<file path="src/rtl/mem_controller_if.sv">
// mem_controller_if: CPU-side and backing-memory-side bus bundle for mem_controller.
//   slave  : controller view (CPU requests + ext responses in, results + ext requests out)
//   master : environment view (CPU and backing memory)
interface mem_controller_if;
  logic [31:0] mem_instr_addr;
  logic [31:0] mem_addr;
  logic [31:0] mem_wr_data;
  logic        mem_wr;
  logic        mem_rd;
  logic [31:0] mem_instr_data;
  logic [31:0] mem_rd_data;
  logic        mem_valid;
  logic        mem_err;
  logic [31:0] ext_addr;
  logic [31:0] ext_wdata;
  logic        ext_we;
  logic        ext_req;
  logic [31:0] ext_rdata;
  logic        ext_ack;
  modport slave (
    input  mem_instr_addr, mem_addr, mem_wr_data, mem_wr, mem_rd, ext_rdata, ext_ack,
    output mem_instr_data, mem_rd_data, mem_valid, mem_err, ext_addr, ext_wdata, ext_we, ext_req
  );
  modport master (
    output mem_instr_addr, mem_addr, mem_wr_data, mem_wr, mem_rd, ext_rdata, ext_ack,
    input  mem_instr_data, mem_rd_data, mem_valid, mem_err, ext_addr, ext_wdata, ext_we, ext_req
  );
endinterface

</file>
<file path="src/rtl/mem_controller.sv">
// mem_controller: sequences an optional data access then an instruction fetch onto one backing memory.
//   clk   : rising-edge clock
//   rst_n : asynchronous active-low reset
//   bus   : mem_controller_if.slave (CPU request/result and backing-memory request/response)
//   TIMEOUT  : max cycles to wait for ext_ack per access (1-255)
//   ERR_DATA : read data substituted on a timed-out read or fetch
module mem_controller #(
  parameter int unsigned TIMEOUT  = 255,
  parameter logic [31:0] ERR_DATA = 32'hDEAD_BEEF
) (
  input logic             clk,
  input logic             rst_n,
  mem_controller_if.slave bus
);
  typedef enum logic [1:0] {IDLE, DATA, FETCH, DONE} state_t;
  localparam logic [7:0] LAST = 8'(TIMEOUT - 1);
  state_t      state_q, state_d;
  logic [31:0] iaddr_q, iaddr_d;
  logic        wr_q, wr_d, rd_q, rd_d;
  logic [31:0] ext_addr_q, ext_addr_d, ext_wdata_q, ext_wdata_d;
  logic        ext_we_q, ext_we_d, ext_req_q, ext_req_d;
  logic [31:0] instr_q, instr_d, rd_data_q, rd_data_d;
  logic        valid_q, valid_d, err_q, err_d, mem_err_q, mem_err_d;
  logic [7:0]  cnt_q, cnt_d;
  logic        busy, tmo, fin;
  logic [31:0] reply;
  assign busy  = state_q == DATA || state_q == FETCH;
  // The final waiting cycle times out only if ext_ack is absent; an ack there still wins.
  assign tmo   = busy && !bus.ext_ack && cnt_q == LAST;
  assign fin   = busy && (bus.ext_ack || tmo);
  assign reply = bus.ext_ack ? bus.ext_rdata : ERR_DATA;
  always_comb begin
    state_d     = state_q;
    iaddr_d     = iaddr_q;
    wr_d        = wr_q;
    rd_d        = rd_q;
    ext_addr_d  = ext_addr_q;
    ext_wdata_d = ext_wdata_q;
    ext_we_d    = ext_we_q;
    instr_d     = instr_q;
    rd_data_d   = rd_data_q;
    err_d       = err_q;
    cnt_d       = fin ? 8'd0 : cnt_q + 8'd1;
    case (state_q)
      IDLE: begin
        iaddr_d     = bus.mem_instr_addr;
        wr_d        = bus.mem_wr;
        rd_d        = bus.mem_rd;
        err_d       = 1'b0;
        cnt_d       = 8'd0;
        state_d     = (bus.mem_wr || bus.mem_rd) ? DATA : FETCH;
        ext_addr_d  = (bus.mem_wr || bus.mem_rd) ? bus.mem_addr : bus.mem_instr_addr;
        ext_we_d    = bus.mem_wr;
        ext_wdata_d = bus.mem_wr_data;
      end
      DATA: if (fin) begin
        state_d    = FETCH;
        ext_addr_d = iaddr_q;
        ext_we_d   = 1'b0;
        err_d      = err_q | tmo;
        // Write wins when both requests were captured, so only a pure read updates load data.
        rd_data_d  = (rd_q && !wr_q) ? reply : rd_data_q;
      end
      FETCH: if (fin) begin
        state_d = DONE;
        instr_d = reply;
        err_d   = err_q | tmo;
      end
      default: state_d = IDLE;
    endcase
    // Outputs are registered decodes of the next state so they align with the state register.
    ext_req_d = state_d == DATA || state_d == FETCH;
    valid_d   = state_d == DONE;
    mem_err_d = valid_d && err_d;
  end
  always_ff @(posedge clk or negedge rst_n) begin
    if (!rst_n) begin
      state_q     <= IDLE;
      iaddr_q     <= '0;
      wr_q        <= 1'b0;
      rd_q        <= 1'b0;
      ext_addr_q  <= '0;
      ext_wdata_q <= '0;
      ext_we_q    <= 1'b0;
      ext_req_q   <= 1'b0;
      instr_q     <= '0;
      rd_data_q   <= '0;
      valid_q     <= 1'b0;
      err_q       <= 1'b0;
      mem_err_q   <= 1'b0;
      cnt_q       <= '0;
    end else begin
      state_q     <= state_d;
      iaddr_q     <= iaddr_d;
      wr_q        <= wr_d;
      rd_q        <= rd_d;
      ext_addr_q  <= ext_addr_d;
      ext_wdata_q <= ext_wdata_d;
      ext_we_q    <= ext_we_d;
      ext_req_q   <= ext_req_d;
      instr_q     <= instr_d;
      rd_data_q   <= rd_data_d;
      valid_q     <= valid_d;
      err_q       <= err_d;
      mem_err_q   <= mem_err_d;
      cnt_q       <= cnt_d;
    end
  end
  assign bus.ext_addr       = ext_addr_q;
  assign bus.ext_wdata      = ext_wdata_q;
  assign bus.ext_we         = ext_we_q;
  assign bus.ext_req        = ext_req_q;
  assign bus.mem_instr_data = instr_q;
  assign bus.mem_rd_data    = rd_data_q;
  assign bus.mem_valid      = valid_q;
  assign bus.mem_err        = mem_err_q;
endmodule

</file>
<file path="src/flat_wrapper.sv">
// flat-port wrapper written by rule: the top's interface ports become plain ports
module mem_controller_flat 
#(
  parameter int unsigned TIMEOUT  = 255,
  parameter logic [31:0] ERR_DATA = 32'hDEAD_BEEF
)
  (clk, rst_n, bus_mem_instr_addr, bus_mem_addr, bus_mem_wr_data, bus_mem_wr, bus_mem_rd, bus_ext_rdata, bus_ext_ack, bus_mem_instr_data, bus_mem_rd_data, bus_mem_valid, bus_mem_err, bus_ext_addr, bus_ext_wdata, bus_ext_we, bus_ext_req);
  mem_controller_if bus_i ();
  input logic clk;
  input logic rst_n;
  input wire logic [$bits(bus_i.mem_instr_addr)-1:0] bus_mem_instr_addr;
  input wire logic [$bits(bus_i.mem_addr)-1:0] bus_mem_addr;
  input wire logic [$bits(bus_i.mem_wr_data)-1:0] bus_mem_wr_data;
  input wire logic [$bits(bus_i.mem_wr)-1:0] bus_mem_wr;
  input wire logic [$bits(bus_i.mem_rd)-1:0] bus_mem_rd;
  input wire logic [$bits(bus_i.ext_rdata)-1:0] bus_ext_rdata;
  input wire logic [$bits(bus_i.ext_ack)-1:0] bus_ext_ack;
  output wire logic [$bits(bus_i.mem_instr_data)-1:0] bus_mem_instr_data;
  output wire logic [$bits(bus_i.mem_rd_data)-1:0] bus_mem_rd_data;
  output wire logic [$bits(bus_i.mem_valid)-1:0] bus_mem_valid;
  output wire logic [$bits(bus_i.mem_err)-1:0] bus_mem_err;
  output wire logic [$bits(bus_i.ext_addr)-1:0] bus_ext_addr;
  output wire logic [$bits(bus_i.ext_wdata)-1:0] bus_ext_wdata;
  output wire logic [$bits(bus_i.ext_we)-1:0] bus_ext_we;
  output wire logic [$bits(bus_i.ext_req)-1:0] bus_ext_req;
  assign bus_i.mem_instr_addr = bus_mem_instr_addr;
  assign bus_i.mem_addr = bus_mem_addr;
  assign bus_i.mem_wr_data = bus_mem_wr_data;
  assign bus_i.mem_wr = bus_mem_wr;
  assign bus_i.mem_rd = bus_mem_rd;
  assign bus_i.ext_rdata = bus_ext_rdata;
  assign bus_i.ext_ack = bus_ext_ack;
  assign bus_mem_instr_data = bus_i.mem_instr_data;
  assign bus_mem_rd_data = bus_i.mem_rd_data;
  assign bus_mem_valid = bus_i.mem_valid;
  assign bus_mem_err = bus_i.mem_err;
  assign bus_ext_addr = bus_i.ext_addr;
  assign bus_ext_wdata = bus_i.ext_wdata;
  assign bus_ext_we = bus_i.ext_we;
  assign bus_ext_req = bus_i.ext_req;
  mem_controller #(.TIMEOUT(TIMEOUT), .ERR_DATA(ERR_DATA)) u_core (.clk(clk), .rst_n(rst_n), .bus(bus_i));
endmodule
</file>
<file path="config.mk">
export PLATFORM = sky130hd
export DESIGN_NAME = mem_controller_flat
export DESIGN_NICKNAME = d
export VERILOG_FILES = /design/src/rtl/mem_controller_if.sv /design/src/rtl/mem_controller.sv /design/src/flat_wrapper.sv
export SDC_FILE = /design/constraint.sdc
export NUM_CORES = 1
export LEC_CHECK = 0
export CAP_MARGIN = 20
export CORE_MARGIN = 2
export CORE_UTILIZATION = 40
export DETAILED_ROUTE_END_ITERATION = 8
export PLACE_DENSITY_LB_ADDON = 0.3
export SYNTH_ARGS = -nofsm -noshare
export SYNTH_HDL_FRONTEND = slang
export SYNTH_SLANG_ARGS = --single-unit
</file>
<file path="constraint.sdc">
create_clock -name clk -period 1.89 [get_ports clk]
set_input_delay 0.378 -clock clk [delete_from_list [all_inputs] [get_ports clk]]
set_output_delay 0.378 -clock clk [all_outputs]
set_load 0.1 [all_outputs]
</file>
## Word-level counts from Yosys, hierarchy flattened

Index checks and enable logic that the tools add are counted.

- Logic and storage cells: 54
- Bits in registers: 177
- Output and inout port bits: 132
- Input bits: 133

- Reductions and logical operators: 17
- Bitwise logic cells: 1
- Equality and inequality tests: 7
- Add/subtract/negate cells: 1
- Multiplexer cells: 14

Operators with widths:

| kind | count |
|---|---|
| 32-bit 2-to-1 mux | 3 |
| 32-bit case mux with 2 select lines | 1 |
| 8-bit 2-to-1 mux | 2 |
| 8-bit by 1-bit adder with 8-bit output, second input constant | 1 |
| 8-bit == test, second input constant | 1 |
| 2-bit == test, second input constant | 3 |
| 2-bit 2-to-1 mux | 3 |
| 2-bit case mux with 3 select lines | 1 |
| 1-bit logical AND | 5 |
| 2-bit by 1-bit == test with 1-bit output, second input constant | 2 |
| 1-bit logical OR | 4 |
| 1-bit case mux with 2 select lines | 2 |
| 2-bit AND reduction | 2 |
| 3-bit AND reduction | 1 |
| 1-bit logical NOT | 2 |
| 2-bit logical NOT | 1 |
| 1-bit 2-to-1 mux | 2 |
| 2-bit by 1-bit inequality test with 1-bit output, second input constant | 1 |
| 2-bit nonzero test | 1 |
| 2-bit OR reduction | 1 |
| 1-bit bitwise OR | 1 |

## Depth between registers and ports, before layout

Gate-level depths: netlist of run 1.

- Word-level depth: 10
- Depth in mapped cells: 9

## Worst setup path after synthesis of run 1

No wires, ideal clock.

- Kind: register -> register
- Start point: reg u_core.state_q[0]
- End point: reg u_core.rd_data_q[10] (netlist: u_core.bus.mem_rd_data[10])
- Stages on the path, launching flop included: 8
- Path buffers: 1
- Arrival: 1864 ps
- Setup time: 125 ps
- Setup slack: -99 ps
- Period minus slack after synthesis: 1989 ps
- Path through: dfrtp_1 -> inv_1 -> ha_1 -> nand4_1 -> o21a_1 -> nor3_4 -> buf_6 -> mux2_2

- Longest elaborated chain between the ends: 7
- Elaborated cells on any way between the ends: 8
- Classes of those cells: eq/ne: 2; reduce/logical: 6

Ends and longest elaborated chain:

| what | RTL line | source |
|---|---|---|
| from (decl) | mem_controller.sv:17 | `state_t state_q, state_d;` |
| from (signal assigned) | mem_controller.sv:93 | `state_q <= state_d;` |
| 2-bit by 1-bit == test with 1-bit output or 2-bit == test (tied branches) | mem_controller.sv:27, mem_controller.sv:44 |  |
| 1-bit logical OR | mem_controller.sv:27 | `assign busy = state_q == DATA \|\| state_q == FETCH;` |
| 1-bit logical AND (2 in series) | mem_controller.sv:29 | `assign tmo = busy && !bus.ext_ack && cnt_q == LAST;` |
| 1-bit logical OR | mem_controller.sv:30 | `assign fin = busy && (bus.ext_ack \|\| tmo);` |
| 1-bit logical AND | mem_controller.sv:30 |  |
| 3-bit AND reduction (no source line) * | - |  |
| to (signal assigned) | mem_controller.sv:102 | `rd_data_q <= rd_data_d;` |
| to (decl) | mem_controller.sv:22 | `logic [31:0] instr_q, instr_d, rd_data_q, rd_data_d;` |

Mark *: on every way between the ends. The rest lies on a longest branch, timed or not.
A chain may end at the register's enable or synchronous reset.

## Worst setup path after layout of run 1

- Start point: reg u_core.state_q[1]
- End point: reg u_core.ext_addr_q[20] (netlist: u_core.bus.ext_addr[20])

- Longest elaborated chain between the ends: 8
- Elaborated cells on any way between the ends: 12
- Classes of those cells: eq/ne: 3; mux: 1; reduce/logical: 8

Ends and longest elaborated chain:

| what | RTL line | source |
|---|---|---|
| 2-bit by 1-bit == test with 1-bit output or 2-bit == test (tied branches) | mem_controller.sv:27, mem_controller.sv:44 |  |
| 1-bit logical OR | mem_controller.sv:27 |  |
| 1-bit logical AND (2 in series) | mem_controller.sv:29 |  |
| 1-bit logical OR | mem_controller.sv:30 |  |
| 1-bit logical AND | mem_controller.sv:30 |  |
| 2-bit by 1-bit inequality test with 1-bit output (no source line) | - |  |
| 2-bit AND reduction (no source line) | - |  |
| to (signal assigned) | mem_controller.sv:97 | `ext_addr_q <= ext_addr_d;` |
| to (decl) | mem_controller.sv:20 | `logic [31:0] ext_addr_q, ext_addr_d, ext_wdata_q, ext_wdata_d;` |

Several ways; a longest one is shown, not always the timed one.

==> results of run 1 <==
[worst max-delay path by stage]
stage,startpoint,end
after floorplan,u_core.state_q[1],u_core.bus.mem_rd_data[10]
after global placement,bus_ext_ack,u_core.bus.mem_rd_data[23]
after detailed placement,bus_ext_ack,u_core.bus.mem_rd_data[16]
after CTS,u_core.state_q[1],u_core.bus.mem_rd_data[2]
after global routing,u_core.state_q[1],u_core.bus.ext_addr[16]
final,u_core.state_q[1],u_core.bus.ext_addr[20]
[layer usage]
metal,vias up,part of all wire
li1,2529,-
met1,2786,0.41
met2,246,0.49
met3,30,0.081
met4,0,0.020
met5,-,0
[synthesized netlist by cell type (all sizes together), types with 3 or more instances]
| cell | instances | area, sq um |
|---|---|---|
| nand3 | 4 | 20.02 |
| mux2i | 34 | 340.3 |
| a21oi | 3 | 15.01 |
| nor2 | 9 | 33.78 |
| ha | 7 | 87.58 |
| clkbuf | 17 | 63.81 |
| and2 | 9 | 56.30 |
| nand2 | 37 | 138.9 |
| nand2b | 24 | 150.1 |
| o21ai | 35 | 178.9 |
| inv | 4 | 15.01 |
| buf | 15 | 93.84 |
| xor2 | 5 | 43.79 |
| dfrtp | 177 | 4429 |
| nand4 | 3 | 25.02 |
| mux2 | 162 | 1824 |
[metrics by stage]
step                        util  instances  cell area, sq um  setup TNS [ns]
final                     0.6229       1094             11650          -8.631
after global routing      0.6229       1094             11650          -15.84
after CTS                 0.6136       1088             11480          -2.262
after detailed placement  0.5678       1049             10620          -11.85
after global placement    0.5678       1049             10620          -9.269
after floorplan                -        556              7621         -0.4164
[kinds of logic (layout without fill, tap and decap cells)]
group | after synthesis | after routing
AOI/OAI and AO/OA | 43 | 43
xor gates and xnor gates | 6 | 6
adders and majority gates | 7 | 7
buffers and inverters | 36 | 340
DFF | 177 | 177
muxes | 196 | 196
and+or+nand+nor | 91 | 91
[critical path, cell delays in order (launching register included)]
cell and delay [ns]:
dfrtp_1 0.39, inv_2 0.09, ha_4 0.21, nand4_1 0.10, buf_4 0.14, o21ai_4 0.08, buf_4 0.15, mux2i_4 0.21
buf_12 0.20, mux2_2 0.35
[state kept, by name, summed over array words and instances, names as in the netlist, 2 cells and up]
signal	cells
u_core.bus.ext_addr	32
u_core.bus.ext_wdata	32
u_core.bus.mem_instr_data	32
u_core.bus.mem_rd_data	32
u_core.iaddr_q	32
u_core.cnt_q	8
u_core.state_q	2
[timing repair]
action	4_1_cts	5_1_grt
hold buffers	1	0
pin swaps	1	8
endpoints found under the hold margin	32	0
gates cloned	2	3
gates resized for setup	19	28
buffers inserted	5	4
endpoints found under the setup margin	65	102
[area by class of cell]
type                       instances  area [sq um]  area share
multi-input combinational        343          3209      0.2755
sequential                       177          4429      0.3802
tap                              234         292.8     0.02513
inverter                           4         15.01    0.001289
clock inverter                    13         221.5     0.01901
clock buffer                      18         439.2     0.03769
timing repair buffer             305          3044      0.2613
==> metrics.md, run 1 <==
| Metric | Value |
|---|---|
| Outcome | `complete, but fails checks` |
| Violated checks | `setup timing` |
| IO Port Bufs | `264` |
| Clock root cell | `clkbuf_16` |
| Worst r2r path cells | `9` |
| XOR/XNOR Fraction of Synth Area | `0.006907` |
| Synth Area per Inst | `13.68 sq um` |
| Seq cells post-synth | `177` |
| Synth Area in Adders | `0.01151` |
| Most frequent cells in the layout | `177 x dfrtp_1, 139 x buf_4, 131 x clkdlybuf4s50_1, 130 x mux2_2, 35 x nand2_1` |
| Yosys warnings | `0` |
| H-tree Lvls | `4` |
| Grt total ovfl | `0` |
| Count of final setup violators | `75` |
| Post-synthesis sequential area ratio | `0.5821` |
| Most common cell after layout, fill and taps aside | `dfrtp_1` |
| # diodes | `0` |
| Reg2reg end | `u_core.bus.ext_addr[20]` |
| Clock Pin Slew Worst Setup and Hold Paths | `0.07 ns` |
| DIE AREA | `20,140 sq um` |
| Worst reg2reg path startpoint | `u_core.state_q[1]` |
| Final wirelength | `20,420 um` |
| P&R area growth vs syn | `53.13%` |
| Netlist Area Pre-Place | `7609 sq um` |
| Worst setup EP type | `flip-flop` |
| # IOs | `265` |
| Flop-to-flop setup slack | `-0.17 ns` |
| CTS max path bufs | `2` |
| Least-Margin Pin Slew | `0.3755 ns` |
| CP startpoint kind | `flip-flop` |
| GR Util met3 | `0.06007` |
| Final Hold Viols | `0` |
| Core Box Area | `18,710 sq um` |
| Setup ws final | `-0.1681 ns` |
| Die Wd | `141.9 um` |
| Synth Area in Compound Gates | `0.03059` |
| Clk sink count | `177` |
| DR iter-0 viols | `142` |
| Largest net degree at the start of global routing | `59` |
| Asr flop ratio synth | `1.000` |
| Initial antenna violation count | `0` |
| Layout Skew | `0.01142 ns` |
| Period minus WS final | `2.058 ns` |
| Slew headroom | `0.7497` |
| Fin nets | `988` |
| Main synth FF type | `dfrtp_1` |
| Gpl congestion | `0.8427` |
| First-pass GRT wire length | `31,120 um` |
| Synth Net Count | `696` |
| Worst Path Max Fanout | `18` |
| WS Path Type | `reg -> reg` |
| Vias in the first global route | `5,931` |
| Final routed wire length divided by cell count | `18.66 um` |
| Row count | `50` |
| Max-cap violations | `0` |
| Worst endpoint data arrival time | `2.36 ns` |
| Layout cells sized above 1 | `0.4430` |
| Dpl hpwl | `14,220 um` |
| Worst hold path type | `in -> async` |
| Max Slew Vio Count | `0` |
| Initial Util | `0.4068` |
| Die Y | `141.9 um` |
| First-pass detailed-route iteration total | `4` |
| Simple-gate portion of the synthesized area | `0.06167` |
| Worst Path Required | `2.19 ns` |
| RSZ-0062 raised after global routing | `true` |
| Post-synthesis cell type count | `31` |
| DRC | `0` |
| TritonCTS buffer count | `17` |
| Vias per inst | `5.111` |
| Met2 GRT Util | `0.3362` |
| Largest family of logic cells by synthesized area | `multiplexers` |
| CTS tree | `done` |
| Worst slack at placement | `-0.2214 ns` |
| Hold Worst Slack | `0.4336 ns` |
| Grt peak-use layer | `met2` |
| EDFF count, synth | `0` |
| Mux contribution to synthesized area | `0.2845` |
| Total number of vias | `5,591` |
| Routed Antenna Nets | `0` |
| Fill cells | `1,414` |
| Worst-skew pair later-pin latency | `0.42 ns` |
| Cells after synthesis | `556` |
| M1 GR Usage | `0.2438` |
| Fmax | `485.9 MHz` |
| Post-route clock period utilization | `1.089` |
| GRT Total Usage | `0.1988` |
Power of run 1 is left out: the tool's default activity adds up to more than one toggle a clock period on the data nets, which glitch-free logic cannot reach.
==> run 2, diff against run 1 <==
--- a/config.mk
+++ b/config.mk
@@ -6,7 +6,6 @@
 export NUM_CORES = 1
 export LEC_CHECK = 0
 export CAP_MARGIN = 20
-export CORE_MARGIN = 2
 export CORE_UTILIZATION = 40
 export DETAILED_ROUTE_END_ITERATION = 8
 export PLACE_DENSITY_LB_ADDON = 0.3
==> run 2 against run 1 <==
Compared with the run above:
- the flow still finishes with violations (setup timing)
- first-iteration DRC count grew 70%
- flip-flop and latch count is the same
- utilization shrank 0.17 points
- via count shrank 1.6%
- critical endpoint is now u_core.bus.mem_rd_data[16]
- largest cell class unchanged
- highest routed layer unchanged
==> metrics.md, run 2 (synthesis results as in run 1) <==
| Metric | Value |
|---|---|
| Worst Path Max Fanout | `8` |
| Slew headroom | `0.7053` |
| Flop-to-flop setup slack | `-0.07 ns` |
| Final routed wire length divided by cell count | `18.27 um` |
| Core Box Area | `18,640 sq um` |
| Worst hold path type | `in -> async` |
| Worst Path Required | `2.19 ns` |
| Clock Pin Slew Worst Setup and Hold Paths | `0.07 ns` |
| Dpl hpwl | `13,660 um` |
| DR iter-0 viols | `242` |
| Outcome | `complete, but fails checks` |
| H-tree Lvls | `4` |
| Clk sink count | `177` |
| CTS max path bufs | `2` |
| Most frequent cells in the layout | `177 x dfrtp_1, 138 x mux2_2, 135 x buf_4, 131 x clkdlybuf4s50_1, 35 x nand2_1` |
| Clock root cell | `clkbuf_16` |
| Final Hold Viols | `0` |
| Grt total ovfl | `0` |
| Largest net degree at the start of global routing | `68` |
| DRC | `0` |
| RSZ-0062 raised after global routing | `true` |
| Final core area utilization | `0.6212` |
| Least-Margin Pin Slew | `0.4421 ns` |
| Initial Util | `0.4081` |
| Initial antenna violation count | `0` |
| Placed Cells | `1,048` |
| P&R area growth vs syn | `52.21%` |
| Final wirelength | `19,980 um` |
| Vias per inst | `5.027` |
| Reg2reg end | `u_core.bus.mem_rd_data[16]` |
| Routed Antenna Nets | `0` |
| Vias in the first global route | `6,008` |
| Fin nets | `987` |
| Max Slew Vio Count | `0` |
| Most common cell after layout, fill and taps aside | `dfrtp_1` |
| DIE AREA | `19,580 sq um` |
| TNS Setup | `-3.090 ns` |
| Worst endpoint data arrival time | `2.26 ns` |
| CTS tree | `done` |
| Post-route clock period utilization | `1.036` |
| Violated checks | `setup timing` |
| Fmax | `511.0 MHz` |
| Period minus WS final | `1.957 ns` |
| WS Path Type | `reg -> reg` |
| Die Wd | `139.9 um` |
| Layout Skew | `0.008379 ns` |
| Gpl congestion | `0.7782` |
| GRT Total Usage | `0.2088` |
| # diodes | `0` |
| IO Port Bufs | `264` |
| Die Y | `139.9 um` |
| CP startpoint kind | `flip-flop` |
| First-pass GRT wire length | `31,730 um` |
| Layout cells sized above 1 | `0.4395` |
| Count of final setup violators | `87` |
| Row count | `50` |
| First-pass detailed-route iteration total | `4` |
| TritonCTS buffer count | `17` |
| Max-cap violations | `0` |
| Worst reg2reg path startpoint | `u_core.state_q[0]` |
| Worst r2r path cells | `8` |
| Worst setup EP type | `flip-flop` |
| Fill cells | `1,392` |
| Total number of vias | `5,500` |
| Finished Layout Cells | `1,094` |
| Worst-skew pair later-pin latency | `0.42 ns` |
| Setup ws final | `-0.06712 ns` |
| # IOs | `265` |
-- run 2: area by class of cell --
type,instances,area [sq um],area share
multi-input combinational,343,3173,0.2740
timing repair buffer,304,3083,0.2662
clock buffer,21,460.4,0.03976
sequential,177,4429,0.3825
inverter,4,15.01,0.001296
clock inverter,11,127.6,0.01102
tap,234,292.8,0.02528
-- run 2: through the flow --
| step | cell area (sq um) | hold WS [ns] | setup WS (ns) |
|---|---|---|---|
| finish | 11580 | 0.4556 | -0.06712 |
| global route | 11580 | 0.4626 | -0.1285 |
| CTS | 11460 | 0.4520 | -0.08140 |
| detailed placement | 10660 | 0.3410 | -0.1817 |
| global placement | 10660 | 0.3315 | -0.1424 |
| floorplan | 7621 | 0.08241 | -0.01446 |
-- run 2: metal layers --
layer / vias up / routed length (um) / global-route usage
li1: 2521 / - / -
met1: 2758 / 8350 / 0.2565
met2: 207 / 9686 / 0.3426
met3: 14 / 1761 / 0.07795
met4: 0 / 184 / 0.06131
met5: - / 0 / 0
-- run 2: worst max path at each step --
stage / depth (start not counted) / endpoint / slack, ns / from
6_report: 8 / u_core.bus.mem_rd_data[16] / -0.07 / u_core.state_q[0]
5_1_grt: 8 / u_core.bus.mem_rd_data[6] / -0.13 / u_core.state_q[1]
4_1_cts: 8 / u_core.bus.mem_rd_data[12] / -0.08 / u_core.state_q[0]
3_5_place_dp: 6 / u_core.bus.mem_rd_data[7] / -0.18 / bus_ext_ack
3_3_place_gp: 6 / u_core.bus.mem_rd_data[15] / -0.14 / bus_ext_ack
2_1_floorplan: 7 / u_core.bus.mem_rd_data[10] / -0.01 / u_core.state_q[1]
-- run 2: critical path, cell delays in order (launching register included) --
cell and delay [ns]:
dfrtp_1 0.36, inv_2 0.06, ha_4 0.27, nand4_1 0.10, o21a_1 0.24, nor3_4 0.15, buf_12 0.16, clkbuf_16 0.16
mux2_2 0.34
-- run 2: timing repair --
item	CTS	global route
buffers inserted	7	2
cloned	2	2
endpoints found under the setup margin	66	99
hold buffers	1	0
resized for setup	24	13
pin swaps	3	4
hold endpoints to repair	37	0
Power of run 2 is left out for the same reason.
